--- src/rtl/snn_dma_pkg.sv ---
// Shared types and constants for the snn_dma_master Wishbone DMA initiator.
package snn_dma_pkg;

  typedef enum logic [2:0] {
    S_IDLE,
    S_RD_WAIT,
    S_RD_BUS,
    S_WR_FETCH,
    S_WR_BUS,
    S_FINISH
  } dma_state_e;

  localparam logic        DIR_MEM2FIFO = 1'b0;
  localparam logic        DIR_FIFO2MEM = 1'b1;
  localparam int unsigned ADDR_STRIDE  = 4;

  // First working state of a non-empty transfer for the requested direction.
  function automatic dma_state_e first_state(input logic dir);
    dma_state_e s;
    s = S_RD_WAIT;
    case (dir)
      DIR_MEM2FIFO: s = S_RD_WAIT;
      DIR_FIFO2MEM: s = S_WR_FETCH;
      default:      s = S_RD_WAIT;
    endcase
    return s;
  endfunction

endpackage

--- src/rtl/snn_dma_master.sv ---
// snn_dma_master: single-channel Wishbone DMA initiator between system memory
// and the accelerator spike FIFOs (MEM->FIFO reads, FIFO->MEM writes).
// Optional feature macro: DMA_TIMEOUT_EN (per-beat ack timeout, sticky err).
module snn_dma_master
  import snn_dma_pkg::*;
#(
  parameter int unsigned ADDR_WIDTH     = 32,
  parameter int unsigned DATA_WIDTH     = 32,
  parameter int unsigned LEN_WIDTH      = 16,
  parameter int unsigned TIMEOUT_CYCLES = 255
) (
  input  logic                  clk,
  input  logic                  rst,
  input  logic                  start,
  input  logic                  dir,
  input  logic                  abort,
  input  logic [ADDR_WIDTH-1:0] base_addr,
  input  logic [LEN_WIDTH-1:0]  xfer_len,
  output logic                  busy,
  output logic                  done,
  output logic                  err,
  output logic [LEN_WIDTH-1:0]  words_done,
  output logic [ADDR_WIDTH-1:0] dma_adr_o,
  output logic [DATA_WIDTH-1:0] dma_dat_o,
  input  logic [DATA_WIDTH-1:0] dma_dat_i,
  output logic                  dma_we_o,
  output logic                  dma_stb_o,
  output logic                  dma_cyc_o,
  input  logic                  dma_ack_i,
  output logic                  fifo_wr_en,
  output logic [DATA_WIDTH-1:0] fifo_wr_data,
  input  logic                  fifo_full,
  output logic                  fifo_rd_en,
  input  logic [DATA_WIDTH-1:0] fifo_rd_data,
  input  logic                  fifo_empty
);

  // A zero timeout would end every beat before the target could answer.
  if (TIMEOUT_CYCLES == 0) begin : g_bad_cfg
    $error("snn_dma_master: TIMEOUT_CYCLES must be at least 1");
  end

  dma_state_e            state_q;
  logic [ADDR_WIDTH-1:0] adr_q;
  logic [LEN_WIDTH-1:0]  len_q;
  logic [LEN_WIDTH-1:0]  words_q;
  logic                  busy_q;
  logic                  done_q;
  logic                  cyc_q;
  logic                  we_q;
  logic [DATA_WIDTH-1:0] dat_o_q;
  logic                  fifo_wr_en_q;
  logic [DATA_WIDTH-1:0] fifo_wr_data_q;
  logic                  fifo_rd_en_q;

  logic [LEN_WIDTH-1:0]  words_inc;
  logic                  last_beat;

  assign words_inc = words_q + LEN_WIDTH'(1);
  // The beat being acknowledged is the final one, or abort cuts the transfer short.
  assign last_beat = (words_inc == len_q) || abort;

`ifdef DMA_TIMEOUT_EN
  localparam int unsigned TMO_W = (TIMEOUT_CYCLES > 1) ? $clog2(TIMEOUT_CYCLES) : 1;
  logic [TMO_W-1:0] tmo_q;
  logic             err_q;
  logic             tmo_hit;
  // Last cycle of the allowed wait window for the current beat.
  assign tmo_hit = (tmo_q == TMO_W'(TIMEOUT_CYCLES - 1));
  assign err     = err_q;
`else
  assign err     = 1'b0;
`endif

  // Transfer FSM: sequences Wishbone beats and FIFO handshakes; all outputs registered.
  always_ff @(posedge clk) begin
    if (rst) begin
      // NOTE: synchronous reset clears every register, including data paths, so
      // the bus and FIFO outputs read 0 right after reset rather than stale data.
      state_q        <= S_IDLE;
      adr_q          <= '0;
      len_q          <= '0;
      words_q        <= '0;
      busy_q         <= 1'b0;
      done_q         <= 1'b0;
      cyc_q          <= 1'b0;
      we_q           <= 1'b0;
      dat_o_q        <= '0;
      fifo_wr_en_q   <= 1'b0;
      fifo_wr_data_q <= '0;
      fifo_rd_en_q   <= 1'b0;
`ifdef DMA_TIMEOUT_EN
      tmo_q          <= '0;
      err_q          <= 1'b0;
`endif
    end else begin
      // NOTE: pulse outputs default low each cycle; states below raise them for
      // exactly one cycle. Non-blocking assignment keeps every register update
      // on the same edge regardless of statement order.
      done_q       <= 1'b0;
      fifo_wr_en_q <= 1'b0;
      fifo_rd_en_q <= 1'b0;

      unique case (state_q)
        S_IDLE: begin
          if (start) begin
            adr_q   <= base_addr & ~ADDR_WIDTH'(3);
            len_q   <= xfer_len;
            words_q <= '0;
            busy_q  <= 1'b1;
`ifdef DMA_TIMEOUT_EN
            err_q   <= 1'b0;
`endif
            state_q <= (xfer_len == '0) ? S_FINISH : first_state(dir);
          end
        end

        S_RD_WAIT: begin
          if (abort) begin
            state_q <= S_FINISH;
          end else if (!fifo_full) begin
            cyc_q   <= 1'b1;
            we_q    <= 1'b0;
`ifdef DMA_TIMEOUT_EN
            tmo_q   <= '0;
`endif
            state_q <= S_RD_BUS;
          end
        end

        S_WR_FETCH: begin
          if (abort) begin
            state_q <= S_FINISH;
          end else if (!fifo_empty) begin
            dat_o_q      <= fifo_rd_data;
            fifo_rd_en_q <= 1'b1;
            cyc_q        <= 1'b1;
            we_q         <= 1'b1;
`ifdef DMA_TIMEOUT_EN
            tmo_q        <= '0;
`endif
            state_q      <= S_WR_BUS;
          end
        end

        S_RD_BUS, S_WR_BUS: begin
          if (dma_ack_i) begin
            cyc_q   <= 1'b0;
            we_q    <= 1'b0;
            adr_q   <= adr_q + ADDR_WIDTH'(ADDR_STRIDE);
            words_q <= words_inc;
            if (state_q == S_RD_BUS) begin
              fifo_wr_en_q   <= 1'b1;
              fifo_wr_data_q <= dma_dat_i;
            end
            if (last_beat) begin
              state_q <= S_FINISH;
            end else begin
              state_q <= (state_q == S_WR_BUS) ? S_WR_FETCH : S_RD_WAIT;
            end
          end
`ifdef DMA_TIMEOUT_EN
          else if (tmo_hit) begin
            cyc_q   <= 1'b0;
            we_q    <= 1'b0;
            err_q   <= 1'b1;
            state_q <= S_FINISH;
          end else begin
            tmo_q   <= tmo_q + TMO_W'(1);
          end
`endif
        end

        S_FINISH: begin
          done_q  <= 1'b1;
          busy_q  <= 1'b0;
          state_q <= S_IDLE;
        end

        default: state_q <= S_IDLE;
      endcase
    end
  end

  assign busy         = busy_q;
  assign done         = done_q;
  assign words_done   = words_q;
  assign dma_adr_o    = adr_q;
  assign dma_dat_o    = dat_o_q;
  assign dma_we_o     = we_q;
  assign dma_stb_o    = cyc_q;
  assign dma_cyc_o    = cyc_q;
  assign fifo_wr_en   = fifo_wr_en_q;
  assign fifo_wr_data = fifo_wr_data_q;
  assign fifo_rd_en   = fifo_rd_en_q;

endmodule

--- config.mk ---
export PLATFORM = sky130hd
export DESIGN_NAME = snn_dma_master
export DESIGN_NICKNAME = d
export VERILOG_FILES = /design/src/rtl/snn_dma_pkg.sv /design/src/rtl/snn_dma_master.sv
export SDC_FILE = /design/constraint.sdc
export NUM_CORES = 1
export LEC_CHECK = 0
export CORE_ASPECT_RATIO = 0.75
export CORE_MARGIN = 5
export CORE_UTILIZATION = 45
export CTS_CLUSTER_DIAMETER = 50
export CTS_CLUSTER_SIZE = 30
export DETAILED_ROUTE_END_ITERATION = 6
export PLACE_DENSITY_LB_ADDON = 0.1
export SETUP_SLACK_MARGIN = 0.1
export SKIP_CTS_REPAIR_TIMING = 1
export SLEW_MARGIN = 0
export SYNTH_ARGS = -nofsm -noshare
export SYNTH_HDL_FRONTEND = slang
export SYNTH_SLANG_ARGS = --single-unit
--- constraint.sdc ---
create_clock -name clk -period 2.9 [get_ports clk]
set_clock_uncertainty 0.1 [all_clocks]
set_input_delay 0.87 -clock clk [delete_from_list [all_inputs] [get_ports clk]]
set_output_delay 0.87 -clock clk [all_outputs]
set_load 0.03 [all_outputs]
---- Word-level counts from Yosys, hierarchy flattened ----
Index checks and enable logic that the tools add are counted.
storage, ports and cells
  output and inout port bits .............. 120
  input port bits ......................... 120
  word-level logic and storage cells ...... 81
  register bits ........................... 137
cells by class
  equality and inequality tests ........... 14
  reduce and logical (&&, ||, !) cells .... 16
  bitwise operators ....................... 6
  add/subtract/negate cells ............... 2
  mux-type cells .......................... 31
operators by type and width
  operator                 number
  $mux W32                 2
  $pmux W32 S2             1
  $add A32 B3 Y32 const B  1
  $mux W16                 2
  $pmux W16 S2             1
  $mux W3                  8
  $add A16 B1 Y16 const B  1
  $eq A16 B16 Y1           1
  $logic_not A16 Y1        1
  $ne A2 B2 Y1 const B     6
  $pmux W3 S4              1
  $mux W1                  11
  $reduce_and A3 Y1        3
  $eq A3 B2 Y1 const B     2
  $eq A3 B3 Y1 const B     2
  $ne A3 B3 Y1 const B     2
  $not A1 Y1               6
  $pmux W1 S3              2
  $pmux W3 S2              1
  $reduce_and A6 Y1        1
  $reduce_or A3 Y1         2
  $reduce_and A2 Y1        2
  $reduce_and A4 Y1        1
  $reduce_bool A2 Y1       2
  7 further kinds          7

---- Longest topological paths before layout ----
Gate-level depths: netlist (run 1).
  word-level depth ........................ 6
  depth in mapped cells ................... 9
  mapped depth without buffers ............ 7

---- Worst setup path before layout (run 1) ----
OpenSTA, ideal clock, no wires.
  kind .................................... register to register
  start ................................... register words_q[0] (netlist: words_done[0])
  end ..................................... register state_q[1]
  period minus slack after synthesis ...... 2.406 ns
  setup slack ............................. 0.494 ns
  arrival ................................. 2.184 ns
  data required time ...................... 2.679 ns
  buffers on the path ..................... 0
  stages on the path, launching flop included .. 8
  library setup time ...................... 0.121 ns
  cell sequence ........................... dfxtp_1 > ha_1 > and3_1 > nand4_1 > or4_1 > o211ai_1 > and4_1 > o21ai_0
between the ends
  word-level cells in the longest chain between the ends .. 6
ends and longest elaborated chain
  what                    RTL line               RTL
  from (decl)             snn_dma_master.sv:46   logic [LEN_WIDTH-1:0] words_q;
  from (signal assigned)  snn_dma_master.sv:151  words_q <= words_inc;
  $add A16 B1 Y16         snn_dma_master.sv:59   assign words_inc = words_q + LEN_WIDTH'(1);
  $eq A16 B16 Y1          snn_dma_master.sv:61   assign last_beat = (words_inc == len_q) || abort;
  $logic_or A1 B1 Y1      snn_dma_master.sv:61
  $mux W3                 snn_dma_master.sv:156  if (last_beat) begin
  $mux W3                 snn_dma_master.sv:147  if (dma_ack_i) begin
  $pmux W3 S4             snn_dma_master.sv:104  unique case (state_q)
  to (signal assigned)    snn_dma_master.sv:114  state_q <= (xfer_len == '0) ? S_FINISH : first_state(dir);
  to (signal assigned)    snn_dma_master.sv:159  state_q <= (state_q == S_WR_BUS) ? S_WR_FETCH : S_RD_WAIT;
  to (decl)               snn_dma_master.sv:43   dma_state_e state_q;
No other way between the ends. The select of a mux whose other input is x is not followed.
A chain may end at the register's enable or synchronous reset.

---- Worst setup path in the final report (run 1) ----
  start ................................... register words_q[5] (netlist: words_done[5])
  end ..................................... output port words_done[5]
RTL lines
  what       RTL line              RTL
  to (decl)  snn_dma_master.sv:22  output logic [LEN_WIDTH-1:0] words_done,
No word-level cell between the ends.

==> results of run 1 <==
==> cell usage after synthesis (4+ instances only) <==
cell type / count
nand2_1: 208
a21oi_1: 142
dfxtp_1: 135
clkbuf_1: 47
nor2_1: 47
o21ai_0: 40
nand3_1: 22
nor3_1: 16
nor4_1: 16
xnor2_1: 14
nand4_1: 13
and4_1: 9
inv_1: 9
a211oi_1: 8
buf_2: 8
buf_4: 8
nand2b_1: 8
o22ai_1: 8
a21o_1: 6
or3_1: 6
a22oi_1: 5
a311oi_1: 5
nand3b_1: 5
o31ai_1: 5
and3_1: 4
buf_1: 4
o21bai_1: 4
==> layout make-up <==
class                   count  share of cell area (%)
inverters                   9                   0.356
repair buffers            256                    26.9
well taps                 175                    2.31
clock inverters            11                    1.57
multi-input cells         646                    35.5
clock buffers              21                    4.85
flip-flops and latches    135                    28.5
==> state kept, by name (all words and copies together), names as in the netlist <==
signal        count
dma_adr_o        30
state_q           3
fifo_rd_en        1
dma_cyc_o         1
done              1
busy              1
len_q            16
dma_we_o          1
fifo_wr_en        1
fifo_wr_data     32
words_done       16
dma_dat_o        32
==> routing by layer <==
metal	up-vias	track usage [%]	wire length, um
li1	3408	-	-
met1	3125	31.0	9230
met2	233	35.3	8930
met3	22	6.45	1620
met4	0	7.08	291
met5	-	0	0
==> cell usage in the layout (no fill, tap or decap), types with 4 or more instances in the layout <==
cell type        instances
buf_12                   4
nand3b_1                 5
clkdlybuf4s50_1        233
buf_4                   19
clkinvlp_4               6
nand2b_1                 8
clkbuf_16               17
o31ai_1                  5
nor3_1                  15
and4_1                   9
xnor2_1                 14
o22ai_1                  8
a211oi_1                 8
a311oi_1                 5
nand4_1                 13
nor4_1                  16
a22oi_1                  5
inv_1                    9
o21ai_0                 40
nand2_1                208
nand3_1                 22
a21oi_1                141
o21bai_1                 4
and3_1                   4
nor2_1                  45
or3_1                    6
dfxtp_1                134
a21o_1                   6
==> metrics by stage <==
stage          hold slack [ns]  cells  util (%)
6_report                 0.351   1253      68.8
5_1_grt                  0.367   1253      68.8
4_1_cts                  0.354   1253      68.7
3_5_place_dp             0.346   1221      64.3
3_3_place_gp             0.341   1221      64.3
2_1_floorplan            0.345    859         -
==> power breakdown <==
| part | internal [mW] | leakage (nW) | switching [mW] |
|---|---|---|---|
| clock | 1.40 | 0.278 | 0.827 |
| sequential | 2.11 | 1.10 | 0.313 |
| combinational | 1.04 | 1.85 | 1.43 |
| total | 4.55 | 3.22 | 2.57 |
==> logic make-up after synthesis <==
kind of cell | Yosys count | share of synthesized area, %
AOI/OAI and AO/OA | 248 | 22.3
and+or+nand+nor | 373 | 26.8
buffers and inverters | 78 | 5.35
xor gates and xnor gates | 17 | 2.33
other | 1 | 0.0587
adders and majority gates | 2 | 0.392
muxes | 3 | 0.490
DFF | 135 | 42.3
==> final timing paths <==
kind,endpoint,slack (ns)
min reg2reg,fifo_wr_data[8],0.35
min,fifo_wr_data[8],0.35
max,words_done[5],0.24
max reg2reg,state_q[1],0.25
==> impl_metrics.csv, run 1 <==
group,metric,value,unit
outcome,outcome,"completed",
route,drc,0,
die,die_x,148,um
synth,ys_seq_area_share,42.3,%
synth,synth.largest_area_cell,"dfxtp_1",
die,initial_utilization,46.3,%
timing,final.min_clock_period,2.66,ns
synth,ys_ff_latch,135,
global_route,grt_pass1_wl,31.4,mm
timing,maxSlewHeadroom,56.6,%
synth,netlist_area,6390,um^2
finish,final.fill_count,1180,
route,drt.antenna.violating_nets,0,
placed_design,place_hpwl,13.9,mm
timing,rsz0062_at_grt,"no",
critical_path,worstSetupEndpointType,"primary output",
global_route,track_usage,22.8,%
synth,ys.flop_type,"dfxtp_1",
global_route,antenna_found_initial,0,
synth,postSynthAreaPerCell,7.45,um^2
worst_hold_path,hold_depth,2,
synth,synth-edff-count,0,
placed_design,io_buffers,234,
global_route,overflow,0,
finish,fin_area,9490,um^2
power_and_ir_drop,p_leak,3.22,nW
global_route,grt_max_degree,54,
timing,slew_viol_final,0,
finish,fin_nets,1187,
timing,hold_viol_final,0,
critical_path,reg2reg_depth,7,
die,io_pins,240,
finish,regArea,2700,um^2
critical_path,cp.required,1.93,ns
timing,setup_violations,0,
clock_tree,clkLatencyLatePin,0.42,ns
clock_tree,path_clk_slew,0.05,ns
timing,clock.fmax,0.376,GHz
synth,synth_top_area_share,42.3,%
clock_tree,clock-sinks,135,
synth,synth_cell_type_count,59,
worst_hold_path,min_path_type,"reg -> reg",
die,core_area,13800,um^2
timing,fin_tns_setup,0,ns
worst_hold_path,hp-start,"fifo_wr_data[8]",
critical_path,critPathArrivalTime,1.69,ns
critical_path,cp-startpoint,"words_done[5]",
route,vias_per_cell,5.42,
clock_tree,htreeDepth,4,
critical_path,critPathBufInv,1,
critical_path,timing.rr.start,"words_done[0]",
critical_path,critPathTopFamily,"buffers and inverters",
finish,drive_gt1_share,5.84,%
power_and_ir_drop,p_per_area,750,nW/um^2
clock_tree,clock-root-buffer,"clkbuf_16",
finish,syn2layout_area_growth,48.5,%
critical_path,cp_max_fo,12,
route,drtPass1Iterations,5,
clock_tree,clockBufferDepth,2,
global_route,grt_pass1_vias,6179,
critical_path,crit_cells,1,
die,row_count,37,
placed_design,pre_cts_ws,0.0789,ns
clock_tree,cts_inserted_buffers,17,
route,vias,6788,
finish,multi_input_area,3360,um^2
synth,syn_inst,857,
synth,synthArstFlopShare,0,%
critical_path,crit_type,"reg -> out",
timing,fin_ws,0.238,ns
die,die_height,113,um
critical_path,startpoint_type,"flop",
die,dieArea,16700,um^2
critical_path,cp_slowest_cell,"clkdlybuf4s50_1",
timing,tightestPinTransition,0.652,ns
synth,synth_area_leaders,"dfxtp_1, nand2_1, a21oi_1",
placed_design,dpl-instance-area,8870,um^2
timing,layout_worst_path_cycle_share,91.8,%
placed_design,gp_congestion,0.888,
run,drv_cap,0,
route,routed_wl,20.1,mm
route,drt_iter0_drc,553,
finish,n_antenna_cell,0,
power_and_ir_drop,total_power,7.12,mW
critical_path,slowest_delay,0.74,ns
synth,yosysWarnings,0,
critical_path,crit_chain,"clkdlybuf4s50_1",
route,routedWlPerCell,16.0,um
power_and_ir_drop,ir_drop,0.625,mV
clock_tree,cts_tree,"built",
Power figures use the tool's default switching activity.
==> run 2, diff against run 1 <==
--- a/config.mk
+++ b/config.mk
@@ -5,6 +5,7 @@
 export SDC_FILE = /design/constraint.sdc
 export NUM_CORES = 1
 export LEC_CHECK = 0
+export ABC_AREA = 1
 export CORE_ASPECT_RATIO = 0.75
 export CORE_MARGIN = 5
 export CORE_UTILIZATION = 45
==> run 2 against run 1 <==
  * Sequential power rose by 7%
  * Routed wire length fell by 1.5%
  * Via count fell by 1.1%
  * Critical path type unchanged
  * Largest cell class unchanged
  * Largest power group unchanged
==> impl_metrics.csv, run 2 <==
group,metric,value,unit
outcome,outcome,"completed",
critical_path,critPathArrivalTime,1.64,ns
synth,synth_cell_type_count,43,
synth,synth-edff-count,0,
finish,fin_nets,1264,
timing,maxSlewHeadroom,62.1,%
synth,ys_ff_latch,135,
finish,drive_gt1_share,8.14,%
synth,postSynthAreaPerCell,7.01,um^2
synth,ys.flop_type,"dfxtp_1",
global_route,overflow,0,
global_route,track_usage,23.0,%
die,row_count,37,
run,drv_cap,0,
critical_path,crit_type,"reg -> out",
route,drt.antenna.violating_nets,0,
timing,clock.fmax,0.383,GHz
timing,rsz0062_at_grt,"no",
global_route,grt_pass1_vias,6431,
synth,synthArstFlopShare,0,%
power_and_ir_drop,p_leak,3.78,nW
critical_path,cp_max_fo,8,
critical_path,critPathTopFamily,"buffers and inverters",
route,routedWlPerCell,14.9,um
global_route,antenna_found_initial,0,
synth,syn_inst,918,
synth,synth_common_cells,"nor2_1, nand2_1, dfxtp_1",
die,die_x,148,um
timing,final.min_clock_period,2.61,ns
die,core_area,13900,um^2
critical_path,critPathBufInv,1,
power_and_ir_drop,p_per_area,841,nW/um^2
critical_path,worstSetupEndpointType,"primary output",
synth,yosysWarnings,0,
clock_tree,clkLatencyLatePin,0.42,ns
clock_tree,clock-root-buffer,"clkbuf_16",
timing,fin_tns_setup,0,ns
power_and_ir_drop,total_power,8.00,mW
critical_path,cp.required,1.93,ns
clock_tree,clock-sinks,135,
global_route,grt_pass1_wl,31.7,mm
timing,hold_viol_final,0,
clock_tree,cts_tree,"built",
finish,multi_input_area,3290,um^2
die,io_pins,240,
finish,syn2layout_area_growth,47.9,%
synth,ys_seq_area_share,42.0,%
timing,layout_worst_path_cycle_share,89.9,%
clock_tree,clockBufferDepth,2,
synth,synth_area_leaders,"dfxtp_1, nor2_1, o21ai_0",
synth,synth.most_common_cell,"nor2_1",
clock_tree,cts_inserted_buffers,17,
synth,synth.largest_area_cell,"dfxtp_1",
finish,final_cell_mix,"clkdlybuf4s50_1, nor2_1, nand2_1",
route,drtPass1Iterations,5,
placed_design,gp_congestion,0.846,
finish,regArea,2700,um^2
critical_path,startpoint_type,"flop",
critical_path,slowest_delay,0.73,ns
placed_design,io_buffers,234,
clock_tree,htreeDepth,4,
route,vias_per_cell,5.05,
finish,final_common_cell,"clkdlybuf4s50_1",
timing,tightestPinTransition,0.568,ns
power_and_ir_drop,ir_drop,0.584,mV
critical_path,crit_chain,"clkdlybuf4s50_1",
route,vias,6710,
critical_path,cp_slowest_cell,"clkdlybuf4s50_1",
synth,netlist_area,6430,um^2
finish,n_antenna_cell,0,
clock_tree,path_clk_slew,0.06,ns
route,drt_iter0_drc,422,
timing,setup_violations,0,
die,initial_utilization,46.3,%
synth,synth_top_area_share,42.0,%
timing,slew_viol_final,0,
die,dieArea,16800,um^2
placed_design,place_hpwl,14.1,mm
die,die_height,114,um
global_route,grt_max_degree,58,
route,drc,0,
finish,final.fill_count,1188,
worst_hold_path,min_path_type,"reg -> reg",
route,routed_wl,19.8,mm
-- run 2: cell types whose count changed in the layout (fill, tap and decap cells not counted), sizes merged, moves of 11 or more --
cell	before	now
nand2	208	156
inv	9	71
a21oi	142	61
nand3	22	58
nor4	16	5
xor2	3	18
o21ai	40	120
nor2	47	197
-- run 2: worst paths after layout --
kind	start	endpoint	slack, ns	depth (start not counted)
setup / recovery	words_done[0]	words_done[0]	0.29	1
hold / removal	len_q[0]	len_q[0]	0.37	2
setup reg to reg	words_done[0]	state_q[2]	0.46	17
hold reg to reg	len_q[0]	len_q[0]	0.37	2
-- run 2: metrics by stage --
step	hold WS [ns]	util [%]	setup slack, ns	instance area (um^2)	instances
after floorplan	0.344	-	0.724	6440	920
after global placement	0.353	64.5	0.252	8960	1298
after detailed placement	0.364	64.5	0.217	8960	1298
after CTS	0.372	68.5	0.273	9520	1330
after global routing	0.395	68.5	0.125	9520	1330
final	0.373	68.5	0.292	9520	1330
-- run 2: cells by family (layout without fill, tap and decap cells) --
group,count (synthesis),after routing,synth area share [%]
buffers and inverters,110,345,7.02
DFF,135,135,42.0
and+or+nand+nor,440,440,30.1
other,1,3,0.0583
AOI/OAI and AO/OA,205,205,17.0
adders and majority gates,2,2,0.389
xor gates and xnor gates,25,25,3.40
-- run 2: power breakdown --
| part | total (mW) | switching [mW] | internal, mW |
|---|---|---|---|
| logic | 3.34 | 2.05 | 1.29 |
| clock network | 2.06 | 0.925 | 1.13 |
| registers | 2.61 | 0.343 | 2.26 |
| total | 8.00 | 3.32 | 4.69 |
-- run 2: area by class of cell --
cell class	count	share of cell area (%)
multi-input combinational	675	34.6
sequential	135	28.4
timing repair buffer	250	26.4
clock buffer	17	4.47
inverter	63	2.48
tap	175	2.30
clock inverter	15	1.39
-- run 2: metal layers --
layer  vias up  wire [um]  GRT usage (%)
li1       3460          -              -
met1      2985       8300           28.0
met2       238       8970           37.0
met3        27       2150           10.2
met4         0        346           6.52
met5         -          0              0
